==> src/rtl/accum_ctrl.sv <==
// accum_ctrl: paces operands into a feedback FP accumulator, then captures and returns the sum.
// One operand per LOOP_LAT+1 cycles; in_ready only in FETCH, res_valid held until res_ready.
module accum_ctrl #(
    parameter int LEN_W    = 8,
    parameter int LOOP_LAT = 2
) (
    input  logic             clk,
    input  logic             rst,
    input  logic             start,
    input  logic [LEN_W-1:0] len,
    input  logic             abort,
    output logic             busy,
    input  logic             in_valid,
    output logic             in_ready,
    input  logic [31:0]      in_data,
    output logic             acc_en,
    output logic             acc_clr,
    output logic [31:0]      acc_data,
    input  logic [31:0]      acc_q,
    output logic             res_valid,
    input  logic             res_ready,
    output logic [31:0]      res_data
);

    localparam int CNT_W = (LOOP_LAT > 1) ? $clog2(LOOP_LAT) : 1;
    localparam logic [CNT_W-1:0] WAIT_INIT = CNT_W'(LOOP_LAT - 1);

    typedef enum logic [2:0] {
        S_IDLE,
        S_CLEAR,
        S_FETCH,
        S_ISSUE,
        S_WAIT,
        S_CAPT,
        S_DONE
    } state_t;

    state_t           state_q, state_d;
    logic [LEN_W-1:0] rem_q, rem_d;
    logic [CNT_W-1:0] wait_q, wait_d;
    logic [31:0]      acc_data_q, acc_data_d;
    logic [31:0]      res_data_q, res_data_d;
    logic             acc_en_q, acc_en_d;
    logic             acc_clr_q, acc_clr_d;
    logic             in_ready_q, in_ready_d;
    logic             res_valid_q, res_valid_d;
    logic             busy_q, busy_d;
    logic             more;

    assign more = (rem_q != '0);

    always_comb begin
        state_d    = state_q;
        rem_d      = rem_q;
        wait_d     = wait_q;
        acc_data_d = acc_data_q;
        res_data_d = res_data_q;

        case (state_q)
            S_IDLE: begin
                if (start) begin
                    rem_d   = len;
                    state_d = S_CLEAR;
                end
            end
            S_CLEAR: state_d = more ? S_FETCH : S_CAPT;
            S_FETCH: begin
                if (in_valid && in_ready_q) begin
                    acc_data_d = in_data;
                    rem_d      = more ? rem_q - LEN_W'(1) : rem_q;
                    state_d    = S_ISSUE;
                end
            end
            S_ISSUE: begin
                wait_d = WAIT_INIT;
                if (WAIT_INIT == '0) state_d = more ? S_FETCH : S_CAPT;
                else                 state_d = S_WAIT;
            end
            S_WAIT: begin
                if (wait_q <= CNT_W'(1)) state_d = more ? S_FETCH : S_CAPT;
                else                     wait_d  = wait_q - CNT_W'(1);
            end
            S_CAPT: begin
                res_data_d = acc_q;
                state_d    = S_DONE;
            end
            S_DONE: begin
                if (res_ready) state_d = S_IDLE;
            end
            default: state_d = S_IDLE;
        endcase

        // Abort drops the job in any busy state and leaves the previous result intact.
        if (abort && state_q != S_IDLE) begin
            state_d    = S_IDLE;
            acc_data_d = acc_data_q;
            res_data_d = res_data_q;
        end

        acc_clr_d   = (state_d == S_CLEAR) || (abort && state_q != S_IDLE);
        acc_en_d    = (state_d == S_ISSUE);
        in_ready_d  = (state_d == S_FETCH);
        res_valid_d = (state_d == S_DONE);
        busy_d      = (state_d != S_IDLE);
    end

    always_ff @(posedge clk) begin
        if (rst) begin
            state_q     <= S_IDLE;
            rem_q       <= '0;
            wait_q      <= '0;
            acc_data_q  <= '0;
            res_data_q  <= '0;
            acc_en_q    <= 1'b0;
            acc_clr_q   <= 1'b0;
            in_ready_q  <= 1'b0;
            res_valid_q <= 1'b0;
            busy_q      <= 1'b0;
        end else begin
            state_q     <= state_d;
            rem_q       <= rem_d;
            wait_q      <= wait_d;
            acc_data_q  <= acc_data_d;
            res_data_q  <= res_data_d;
            acc_en_q    <= acc_en_d;
            acc_clr_q   <= acc_clr_d;
            in_ready_q  <= in_ready_d;
            res_valid_q <= res_valid_d;
            busy_q      <= busy_d;
        end
    end

    assign busy      = busy_q;
    assign in_ready  = in_ready_q;
    assign acc_en    = acc_en_q;
    assign acc_clr   = acc_clr_q;
    assign acc_data  = acc_data_q;
    assign res_valid = res_valid_q;
    assign res_data  = res_data_q;

endmodule

==> config.mk <==
export PLATFORM = sky130hd
export DESIGN_NAME = accum_ctrl
export DESIGN_NICKNAME = d
export VERILOG_FILES = /design/src/rtl/accum_ctrl.sv
export SDC_FILE = /design/constraint.sdc
export NUM_CORES = 1
export LEC_CHECK = 0
export CORE_MARGIN = 5
export CORE_UTILIZATION = 41
export DETAILED_ROUTE_END_ITERATION = 10
export PLACE_DENSITY = 0.79
export SYNTH_ARGS = -nofsm -noshare
export SYNTH_HDL_FRONTEND = slang
export SYNTH_SLANG_ARGS = --single-unit
==> constraint.sdc <==
create_clock -name clk -period 2.5 [get_ports clk]
set_input_delay 0.5 -clock clk [delete_from_list [all_inputs] [get_ports clk]]
set_output_delay 0.5 -clock clk [all_outputs]
set_load 0.005 [all_outputs]
==> metrics.yaml, run 1 <==
timing:
  grt_setup_unrepaired: "false"
  fin_setup_tns_ns: 0
  setup_viol: 0
  worst_slew_pin_slew_ns: 0.732
  hold_violations: 0
  fin_crit_ns: 2.17
  fin_crit_sh_pct: 86.8
  fin_worst_skew_ns: 0.0110
  slew_headroom_pct: 50.5
  finalMaxSlewViolations: 0
  fmax_ghz: 0.461
detailed_routing:
  drt-pass1-iter-count: 4
  wirelength_um: 9270
  drcViolationCount: 0
  first_iter_violations: 209
  drtAntennaViolNets: 0
  via_count: 3283
  via_per_inst: 5.00
  wl_per_cell_um: 14.1
synthesis:
  synth_async_sr_flop_share_pct: 0
  synth_xor_area_share_pct: 0.270
  ys_warn_count: 0
  synth_mux_area_share_pct: 0.308
  ys_types: 44
  synth_flop_cell: "dfxtp_1"
  synth_edf_count: 0
  syn_area_um2: 3250
  synth_nets: 492
  yosys.area_share.simple_pct: 24.3
  syn_area_per_cell_um2: 7.88
  synth_compound_area_share_pct: 19.7
  synth-seq-area-share_pct: 49.3
  synthAdderAreaFrac_pct: 0.771
  synth_top_family_by_area: "simple AND/OR/NAND/NOR gates"
  syn_inst: 412
  ys_seq_elements: 80
setup_path:
  crit_chain: "or3b_1 -> buf_4 -> nor3_2 -> a2111oi_0 -> a211oi_1"
  cp.arrival_ns: 2.41
  cp.required_ns: 2.74
  crit_family: "simple AND/OR/NAND/NOR gates"
  critical-path-slowest-cell: "dfxtp_1"
  path_class: "reg -> reg"
  worstSetupEndpointType: "flop"
  worstPathMaxFanout: 17
  max_stage_delay_ns: 0.60
  path_buf_inv: 1
  critPathLaunchType: "flop"
final_layout:
  fin_cells: 656
  fin_area_um2: 4960
  layout-area-overhead-vs-synth_pct: 52.8
  n_antenna_cell: 0
  layout_commonest_cell: "clkdlybuf4s50_1"
  drive_above_1_share_pct: 6.14
  layout_common_cells: "clkdlybuf4s50_1 (145), nand2_1 (135), dfxtp_1 (80)"
  multi_input_area_um2: 1480
  layout.nets: 629
  utilization_pct: 64.2
  fillerInstances: 659
  regArea_um2: 1600
pwr:
  power_density_nw_per_um2: 721
  seqPwrFrac_pct: 41.4
  swShare_pct: 34.9
  clkPwrFrac_pct: 25.1
  p_leak_nw: 1.69
  internal-power_w: 0.00233
  ir_worst_vdd_mv: 0.568
  p_switching_w: 0.00125
  power_frac_comb_pct: 33.5
die:
  fp.dieW_um: 99.0
  rows: 32
  fp.dieH_um: 99.0
  dieArea_um2: 9800
  start_util_pct: 42.0
  io_pins: 147
  coreArea_um2: 7730
clock_network:
  post-cts-setup-buffer-count: 0
  cts_tree: "built"
  postCtsHoldBufs: 0
  cts-root-buf: "clkbuf_8"
  cts_max_level: 3
  cts_buffer_depth: 2
  clk_latency_ns: 0.34
  clk_pin_slew_ns: 0.08
  cts-resized-gates: 0
  cts_buffers: 9
  cts_sinks: 80
status:
  outcome: "complete, no violations"
global_route:
  grt_max_degree: 54
  antenna_found_initial: 0
  grt_pass1_wl_um: 14900
  grt_pass1_vias: 3126
  track_usage_pct: 18.4
  grt_overflow_total: 0
job:
  max-cap-violations: 0
placement:
  dp_hpwl_um: 6650
  gp_congestion: 0.862
  io_buffer_count: 146
  dpl.cell_count: 640
  placed_cell_area_um2: 4770
hold_path:
  hold_class: "reg -> reg"
power groups by stage:
stage                     clock, W  sequential [W]  combinational, W
after floorplan                  0         0.00147          0.000814
after global placement           0         0.00150           0.00116
after detailed placement         0         0.00151           0.00118
after CTS                 0.000933         0.00148           0.00119
after global routing      0.000989         0.00150           0.00133
final                     0.000897         0.00148           0.00120
cell type report:
cell class | instances | share of cell area [%]
inverters | 4 | 0.303
clock buffers | 10 | 2.77
well taps | 102 | 2.57
flip-flops and latches | 80 | 32.3
clock inverters | 6 | 1.06
repair buffers | 157 | 31.3
multi-input cells | 297 | 29.8
Yosys cell counts, types with 3 or more instances:
library cell  number  share of area [%]
inv_1              4               0.46
a31oi_1            6                1.2
o31ai_1            3               0.69
a211oi_1           3               0.69
clkbuf_1          20                2.3
o21ai_0            6               0.92
nor2_1            14                1.6
dfxtp_1           80                 49
a21oi_1           75                 12
nand2_1          135                 16
nand2b_1           3               0.58
buf_6              5                1.7
nor3_1             3               0.46
o311ai_0           3               0.81
nand3_1            7                1.1
nor3_2             3               0.92
buf_2              5               0.77
logic make-up after synthesis:
group	Yosys count
and+or+nand+nor	182
AOI/OAI and AO/OA	111
DFF	80
buffers and inverters	35
adders and majority gates	2
xor gates and xnor gates	1
muxes	1
final timing paths:
check	cells after the start	slack, ns	end	from
hold reg to reg	2	0.46	acc_data[17]	acc_data[17]
setup / recovery	5	0.33	rem_q[1]	state_q[1]
setup reg to reg	5	0.33	rem_q[1]	state_q[1]
hold / removal	2	0.46	acc_data[17]	acc_data[17]
flip-flops by register name (all words and copies together) (netlist names):
| name | count |
|---|---|
| in_ready | 1 |
| state_q | 3 |
| acc_en | 1 |
| rem_q | 8 |
| res_data | 32 |
| busy | 1 |
| acc_clr | 1 |
| acc_data | 32 |
| res_valid | 1 |
metrics by stage:
stage               worst slack, ns  hold WS, ns  total power [W]
global placement              0.351        0.441          0.00266
CTS                           0.336        0.459          0.00360
finish                        0.330        0.456          0.00358
global route                  0.142        0.475          0.00382
detailed placement            0.322        0.447          0.00269
floorplan                     0.667        0.453          0.00229
tightest hold or removal path, delay by kind of cell, from the launching register on:
kind	cells	cell delay [ns]
AO/OA/AOI/OAI	1	0.05
flip-flops	1	0.31
AND/OR/NAND/NOR	1	0.05
layer usage:
metal / track usage, % / part of all wire [%] / vias to the layer above
li1: - / - / 1665
met1: 22.6 / 43 / 1475
met2: 29.7 / 46 / 130
met3: 7.15 / 9.7 / 13
met4: 5.88 / 1.4 / 0
met5: 0 / 0 / -
Power figures use the tool's default switching activity.
==> inputs of run 2 (changes only) <==
--- a/config.mk
+++ b/config.mk
@@ -8,6 +8,7 @@
 export CORE_MARGIN = 5
 export CORE_UTILIZATION = 41
+export CTS_CLUSTER_DIAMETER = 40
 export DETAILED_ROUTE_END_ITERATION = 10
-export PLACE_DENSITY = 0.79
+export PLACE_DENSITY = 0.9
 export SYNTH_ARGS = -nofsm -noshare
 export SYNTH_HDL_FRONTEND = slang
==> constraint.sdc (replaced) <==
create_clock -name clk -period 2.5 [get_ports clk]
set_input_delay 0.5 -clock clk [delete_from_list [all_inputs] [get_ports clk]]
set_output_delay 0.5 -clock clk [all_outputs]
set_load 0.02 [all_outputs]
==> metrics.yaml, run 2 (synthesis gave the netlist of run 1 again) <==
status:
  outcome: "complete, no violations"
clock_network:
  clk_latency_ns: 0.35
  post-cts-setup-buffer-count: 0
  clk_pin_slew_ns: 0.08
  cts_sinks: 80
  cts-root-buf: "clkbuf_8"
  postCtsHoldBufs: 0
  cts-resized-gates: 0
  cts_tree: "built"
  cts_max_level: 3
  cts_buffers: 9
  cts_buffer_depth: 2
timing:
  hold_violations: 0
  setup_viol: 0
  worst_slew_pin_slew_ns: 0.656
  fin_worst_skew_ns: 0.0149
  fmax_ghz: 0.467
  fin_setup_tns_ns: 0
  finalMaxSlewViolations: 0
  fin_crit_ns: 2.14
  grt_setup_unrepaired: "false"
  slew_headroom_pct: 55.6
  fin_crit_sh_pct: 85.7
final_layout:
  fillerInstances: 658
  layout_common_cells: "clkdlybuf4s50_1 (145), nand2_1 (135), dfxtp_1 (80)"
  regArea_um2: 1600
  layout-area-overhead-vs-synth_pct: 52.0
  n_antenna_cell: 0
  multi_input_area_um2: 1480
  layout.nets: 629
  layout_commonest_cell: "clkdlybuf4s50_1"
  fin_area_um2: 4940
  drive_above_1_share_pct: 6.14
setup_path:
  max_stage_delay_ns: 0.55
  crit_family: "simple AND/OR/NAND/NOR gates"
  crit_chain: "inv_1 -> ha_1 -> or4b_1 -> nor4_2 -> o21ai_0 -> and2_1"
  critPathLaunchType: "flop"
  path_buf_inv: 1
  critical-path-slowest-cell: "or4b_1"
  worstSetupEndpointType: "flop"
  cp.arrival_ns: 2.38
  cp.required_ns: 2.74
  path_class: "reg -> reg"
  worstPathMaxFanout: 5
job:
  max-cap-violations: 0
placement:
  placed_cell_area_um2: 4760
  io_buffer_count: 146
  gp_congestion: 0.872
  dp_hpwl_um: 7140
detailed_routing:
  drtAntennaViolNets: 0
  wl_per_cell_um: 14.7
  wirelength_um: 9640
  drt-pass1-iter-count: 4
  drcViolationCount: 0
  first_iter_violations: 159
  via_per_inst: 5.14
  via_count: 3369
die:
  start_util_pct: 42.0
  io_pins: 147
  coreArea_um2: 7730
  fp.dieW_um: 99.0
  rows: 32
  dieArea_um2: 9800
  fp.dieH_um: 99.0
global_route:
  track_usage_pct: 19.0
  grt_overflow_total: 0
  antenna_found_initial: 0
  grt_pass1_vias: 3304
  grt_pass1_wl_um: 15300
  grt_max_degree: 34
pwr:
  ir_worst_vdd_mv: 0.533
  p_leak_nw: 1.69
  power_density_nw_per_um2: 729
hold_path:
  hold_class: "reg -> reg"
[run 2: layout make-up]
class / instances / area share [%]
Sequential cell: 80 / 32.4
Clock buffer: 9 / 2.51
Inverter: 4 / 0.304
Timing Repair Buffer: 157 / 31.2
Clock inverter: 7 / 1.06
Tap cell: 102 / 2.59
Multi-Input combinational cell: 297 / 29.9
[run 2: layer usage]
layer  vias up  part of all wire (%)  routed length, um  global-route usage (%)
li1       1663                     -                  -                       -
met1      1563                    41               3930                    21.9
met2       130                    49               4700                    32.7
met3        13                   9.2                882                    7.71
met4         0                   1.3                129                    5.04
met5         -                     0                  0                       0
[run 2: final timing paths]
| kind | slack, ns | start | to | depth (start not counted) |
|---|---|---|---|---|
| setup / recovery | 0.36 | rem_q[0] | in_ready | 6 |
| hold / removal | 0.46 | res_data[17] | res_data[17] | 2 |
| setup reg to reg | 0.36 | rem_q[0] | in_ready | 6 |
| hold reg to reg | 0.46 | res_data[17] | res_data[17] | 2 |
[run 2: report_power, final]
part	internal, W	switching [W]	total, W
registers	0.00138	0.000106	0.00148
logic	0.000547	0.000697	0.00124
clock network	0.000372	0.000499	0.000870
[run 2: worst min-delay path, delay by kind of cell, from the launching register on]
family	cells	cell delay [ns]
flops	1	0.32
simple gates	1	0.05
compound gates	1	0.05
[run 2: metrics by stage]
| step | std cells | utilization, % | hold slack [ns] | power (W) | setup WS [ns] |
|---|---|---|---|---|---|
| 2_1_floorplan | 412 | - | 0.483 | 0.00233 | 0.667 |
| 3_3_place_gp | 640 | 61.6 | 0.441 | 0.00269 | 0.378 |
| 3_5_place_dp | 640 | 61.6 | 0.446 | 0.00274 | 0.305 |
| 4_1_cts | 656 | 63.9 | 0.460 | 0.00361 | 0.354 |
| 5_1_grt | 656 | 63.9 | 0.479 | 0.00383 | 0.219 |
| 6_report | 656 | 63.9 | 0.459 | 0.00360 | 0.358 |
